$ cat src/rtl/solver_loader.sv
// Streams one job's c_re/c_im limbs from coordinate memory into the solver's limb-write port, then pulses start.
// Define SOLVER_LOADER_MSB_FIRST_EN to issue limbs in descending index order within each component.
module solver_loader #(
   parameter int LIMB_INDEX_BITS = 6,
   parameter int LIMB_SIZE_BITS  = 27,
   parameter int ADDR_BITS       = 10
) (
   input  logic                       clock,
   input  logic                       reset,
   input  logic                       job_valid,
   output logic                       job_ready,
   input  logic [ADDR_BITS-1:0]       job_base,
   input  logic [LIMB_INDEX_BITS-1:0] job_limbs_m1,
   input  logic                       solver_idle,
   output logic                       mem_rd_en,
   output logic [ADDR_BITS-1:0]       mem_rd_addr,
   input  logic [LIMB_SIZE_BITS-1:0]  mem_rd_data,
   output logic                       wr_en,
   output logic                       wr_sel,
   output logic [LIMB_INDEX_BITS-1:0] wr_limb,
   output logic [LIMB_SIZE_BITS-1:0]  wr_data,
   output logic                       start,
   output logic                       busy
);

   localparam int KW = LIMB_INDEX_BITS + 1;

   typedef enum logic [2:0] {S_IDLE, S_WAIT, S_READ, S_DRAIN, S_START} state_t;

   state_t                     state_reg;
   logic [ADDR_BITS-1:0]       base_reg;
   logic [LIMB_INDEX_BITS-1:0] limbs_m1_reg;
   logic [KW-1:0]              k_reg;
   logic                       rd_sel_reg;
   logic [LIMB_INDEX_BITS-1:0] rd_limb_reg;

   logic [KW-1:0]              n_ext;
   logic [KW-1:0]              k_next;
   logic [KW-1:0]              idx_wide;
   logic                       sel_next;
   logic [LIMB_INDEX_BITS-1:0] idx_next;
   logic [LIMB_INDEX_BITS-1:0] limb_next;
   logic [ADDR_BITS-1:0]       addr_next;
   logic                       last_read;

   // Address/limb of the read to issue on the next edge; k restarts at 0 when leaving WAIT.
   always_comb begin
      n_ext     = {1'b0, limbs_m1_reg} + KW'(1);
      k_next    = (state_reg == S_READ) ? k_reg + KW'(1) : '0;
      sel_next  = (k_next >= n_ext);
      idx_wide  = sel_next ? k_next - n_ext : k_next;
      idx_next  = idx_wide[LIMB_INDEX_BITS-1:0];
`ifdef SOLVER_LOADER_MSB_FIRST_EN
      limb_next = limbs_m1_reg - idx_next;
`else
      limb_next = idx_next;
`endif
      addr_next = base_reg + (sel_next ? ADDR_BITS'(n_ext) : '0) + ADDR_BITS'(limb_next);
      // 2N-1 == 2*m1+1
      last_read = (k_reg == {limbs_m1_reg, 1'b1});
   end

   always_ff @(posedge clock) begin
      if (reset) begin
         state_reg    <= S_IDLE;
         base_reg     <= '0;
         limbs_m1_reg <= '0;
         k_reg        <= '0;
         rd_sel_reg   <= 1'b0;
         rd_limb_reg  <= '0;
         job_ready    <= 1'b0;
         busy         <= 1'b0;
         mem_rd_en    <= 1'b0;
         mem_rd_addr  <= '0;
         wr_en        <= 1'b0;
         wr_sel       <= 1'b0;
         wr_limb      <= '0;
         start        <= 1'b0;
      end else begin
         wr_en   <= mem_rd_en;
         wr_sel  <= rd_sel_reg;
         wr_limb <= rd_limb_reg;
         start   <= 1'b0;
         case (state_reg)
            S_IDLE: begin
               job_ready <= 1'b1;
               if (job_valid && job_ready) begin
                  base_reg     <= job_base;
                  limbs_m1_reg <= job_limbs_m1;
                  job_ready    <= 1'b0;
                  busy         <= 1'b1;
                  state_reg    <= S_WAIT;
               end
            end
            S_WAIT: begin
               if (solver_idle) begin
                  k_reg       <= '0;
                  mem_rd_en   <= 1'b1;
                  mem_rd_addr <= addr_next;
                  rd_sel_reg  <= sel_next;
                  rd_limb_reg <= limb_next;
                  state_reg   <= S_READ;
               end
            end
            S_READ: begin
               if (last_read) begin
                  mem_rd_en <= 1'b0;
                  state_reg <= S_DRAIN;
               end else begin
                  k_reg       <= k_next;
                  mem_rd_en   <= 1'b1;
                  mem_rd_addr <= addr_next;
                  rd_sel_reg  <= sel_next;
                  rd_limb_reg <= limb_next;
               end
            end
            S_DRAIN: begin
               start     <= 1'b1;
               state_reg <= S_START;
            end
            S_START: begin
               busy      <= 1'b0;
               job_ready <= 1'b1;
               state_reg <= S_IDLE;
            end
            default: state_reg <= S_IDLE;
         endcase
      end
   end

   // Memory data lines up with the delayed write strobe, so it passes straight through.
   assign wr_data = mem_rd_data;

endmodule
$ cat config.mk
export PLATFORM = sky130hd
export DESIGN_NAME = solver_loader
export DESIGN_NICKNAME = d
export VERILOG_FILES = /design/src/rtl/solver_loader.sv
export SDC_FILE = /design/constraint.sdc
export NUM_CORES = 1
export LEC_CHECK = 0
export ABC_AREA = 1
export CAP_MARGIN = 10
export CORE_ASPECT_RATIO = 0.7
export CORE_MARGIN = 2
export CORE_UTILIZATION = 30
export DETAILED_ROUTE_END_ITERATION = 16
export SYNTH_ARGS = -nofsm -noshare
export SYNTH_HDL_FRONTEND = slang
export SYNTH_SLANG_ARGS = --single-unit
$ cat constraint.sdc
create_clock -name clock -period 5.32 [get_ports clock]
set_clock_uncertainty 0.2 [all_clocks]
set_input_delay 0.798 -clock clock [delete_from_list [all_inputs] [get_ports clock]]
set_output_delay 0.798 -clock clock [all_outputs]
set_load 0.05 [all_outputs]
==> flow_metrics.tcl <==
set metrics [dict create \
    outcome "completed" \
    grt_max_degree 30 \
    cp-end-kind "flop" \
    start_kind "flop" \
    postCtsSetupBuffers 0 \
    maxCapViolCount 0 \
    async_flop_share_pct 0 \
    hp-class "reg2reg" \
    fin_crit_sh_pct 88.00 \
    clockBufferDepth 2 \
    nFillCells 1277 \
    slew_viol_final 0 \
    rows 33 \
    layout_commonest_cell "nand2_1" \
    power_frac_clock_pct 14.8 \
    antenna_cells 0 \
    maxSlewHeadroom_pct 47.50 \
    hold_viol 0 \
    clk_pin_slew_ps 70 \
    synth_cells 519 \
    dp_slack_ps 689.9 \
    wl_per_cell_um 12.81 \
    syn_area_um2 3606 \
    p_int_w 0.001259 \
    vias 3085 \
    rsz0062_at_grt "no" \
    holdWs_ps 234.1 \
    grt_pass1_wl_um 14340 \
    tns_ps 0 \
    leakage_nw 1.955 \
    worstMarginPinSlew_ps 786.7 \
    cp.required_ps 5300 \
    mostFrequentLayoutCells "nand2_1, inv_1, nor2_1" \
    grt_pass1_vias 2869 \
    tritoncts "built" \
    syn_avg_cell_area_um2 6.948 \
    vias_per_cell 4.497 \
    worstSkewPairLatency_ps 300 \
    core_area_um2 11730 \
    p_comb_share_pct 61.0 \
    design_area_um2 4100 \
    cts_sinks 55 \
    ir_drop_v 0.0002247 \
    dpl.hpwl_um 7075 \
    synth_edf_count 0 \
    die_x_um 135.0 \
    finalPower_w 0.002484 \
    drt-initial-drc-count 233 \
    cts_max_level 2 \
    synthToLayoutAreaGrowth_pct 13.71 \
    port_buffers 41 \
    drive_gt1_share_pct 8.696 \
    crit_fanout 9 \
    finalNetCount 601 \
    dieArea_um2 12930 \
    yosysSeqAreaShare_pct 30.53 \
    fmax_mhz 213.6 \
    numCtsBuffers 5 \
    cp.arrival_ps 4660 \
    ios 96 \
    start_util_pct 30.75 \
    ys.flop_type "dfxtp_1" \
    synth_cell_types 39 \
    drt-total-wl_um 8790 \
    yosys_register_bits 55 \
    use_met2_pct 20.26 \
    clockRootBuffer "clkbuf_16" \
    hold_buffers 0 \
    busiest_layer "met1" \
    crit_type "reg2reg" \
    firstDrtPassIters 4 \
    cts.repair.resized 0 \
    drc 0 \
    drtAntennaViolNets 0 \
    switching_power_w 0.001225 \
    met1_usage_pct 22.04 \
    grt_usage_pct 14.40 \
    die_h_um 95.73 \
    layout_setup_ws_ps 638.3 \
    syn-num-nets 591 \
    overflow 0 \
    seqPwrFrac_pct 24.2 \
    grt_use_met3_pct 3.897 \
    final-setup-viol-count 0 \
    ys_warn_count 0 \
    p_per_area_nw_per_um2 605.9 \
    switching_share_pct 49.31 \
    period_needed_ps 4682 \
    placed_area_um2 3938 \
    gp_congestion 0.8388 \
    antenna_found_initial 0 \
]
-- worst max-delay path: stages, from the launching register on --
cell     delay, ps
dfxtp_1        410
ha_1           240
nand2_1         60
o21ai_0        160
nand2_1         70
nor2_1         300
ha_1           350
nand2_1         80
nand2_1         60
a21oi_1        180
nand2_1         90
nor2_2         290
nand2_1         90
nand2_1         90
inv_1           60
fa_1           490
inv_1           40
ha_1           220
fa_1           410
nand3_1        100
nand3_1        130
nand3_1        120
nand2_1         50
nand2_1         60
nand2_1         50
nor2_1         100
a21oi_1         40
-- layer usage --
| layer | vias to the layer above | wire, um |
|---|---|---|
| met5 | - | 0 |
| met4 | 0 | 46 |
| met3 | 8 | 657 |
| met2 | 111 | 3276 |
| met1 | 1370 | 4810 |
| li1 | 1596 | - |
-- synth_stat cells (all sizes together), types with 3 or more instances --
cell type  instances  area, um2
a21oi             23      118.9
buf               33      264.0
clkbuf             7      26.28
dfxtp             55       1101
fa                 8      160.2
ha                17      212.7
inv               82      320.3
nand2            133      538.0
nand3             32      172.7
nand3b             9      67.56
nand4              4      25.02
nor2              72      324.1
o21ai             21      105.1
o21bai             3      22.52
or2                5      33.78
xor2               5      43.79
-- final timing paths --
| check | startpoint | endpoint | slack (ps) | depth (start not counted) |
|---|---|---|---|---|
| setup / recovery | k_reg[1] | mem_rd_addr[7] | 640 | 26 |
| setup reg to reg | k_reg[1] | mem_rd_addr[7] | 640 | 26 |
| hold / removal | rd_limb_reg[4] | wr_limb[4] | 230 | 2 |
| hold reg to reg | rd_limb_reg[4] | wr_limb[4] | 230 | 2 |
-- area by class of cell --
class | count | area (um2) | share of cell area [%]
timing repair buffer | 43 | 425.4 | 10.38
tap | 157 | 196.4 | 4.791
clock inverter | 2 | 37.54 | 0.9155
multi-input combinational | 341 | 1891 | 46.11
clock buffer | 5 | 125.1 | 3.052
sequential | 55 | 1101 | 26.85
inverter | 83 | 324.1 | 7.904
-- stage by stage --
| stage | std cells | util [%] |
|---|---|---|
| 2_1_floorplan | 519 | - |
| 3_3_place_gp | 679 | 33.58 |
| 3_5_place_dp | 679 | 33.58 |
| 4_1_cts | 686 | 34.97 |
| 5_1_grt | 686 | 34.97 |
| 6_report | 686 | 34.97 |
-- power groups by stage --
stage               clock network (W)  registers [W]  logic, W
floorplan                           0       0.000716   0.00109
CTS                          0.000376       0.000600   0.00152
global placement                    0       0.000608   0.00150
global route                 0.000391       0.000614   0.00172
detailed placement                  0       0.000608   0.00151
finish                       0.000367       0.000601   0.00152
-- cell families after synthesis --
family	synth area share, %
fa+ha+maj	10.34
simple gates	32.96
compound gates	7.425
flops	30.53
xor+xnor	1.700
buf+inv	17.04
No activity file was read; power rests on OpenSTA's default activity.
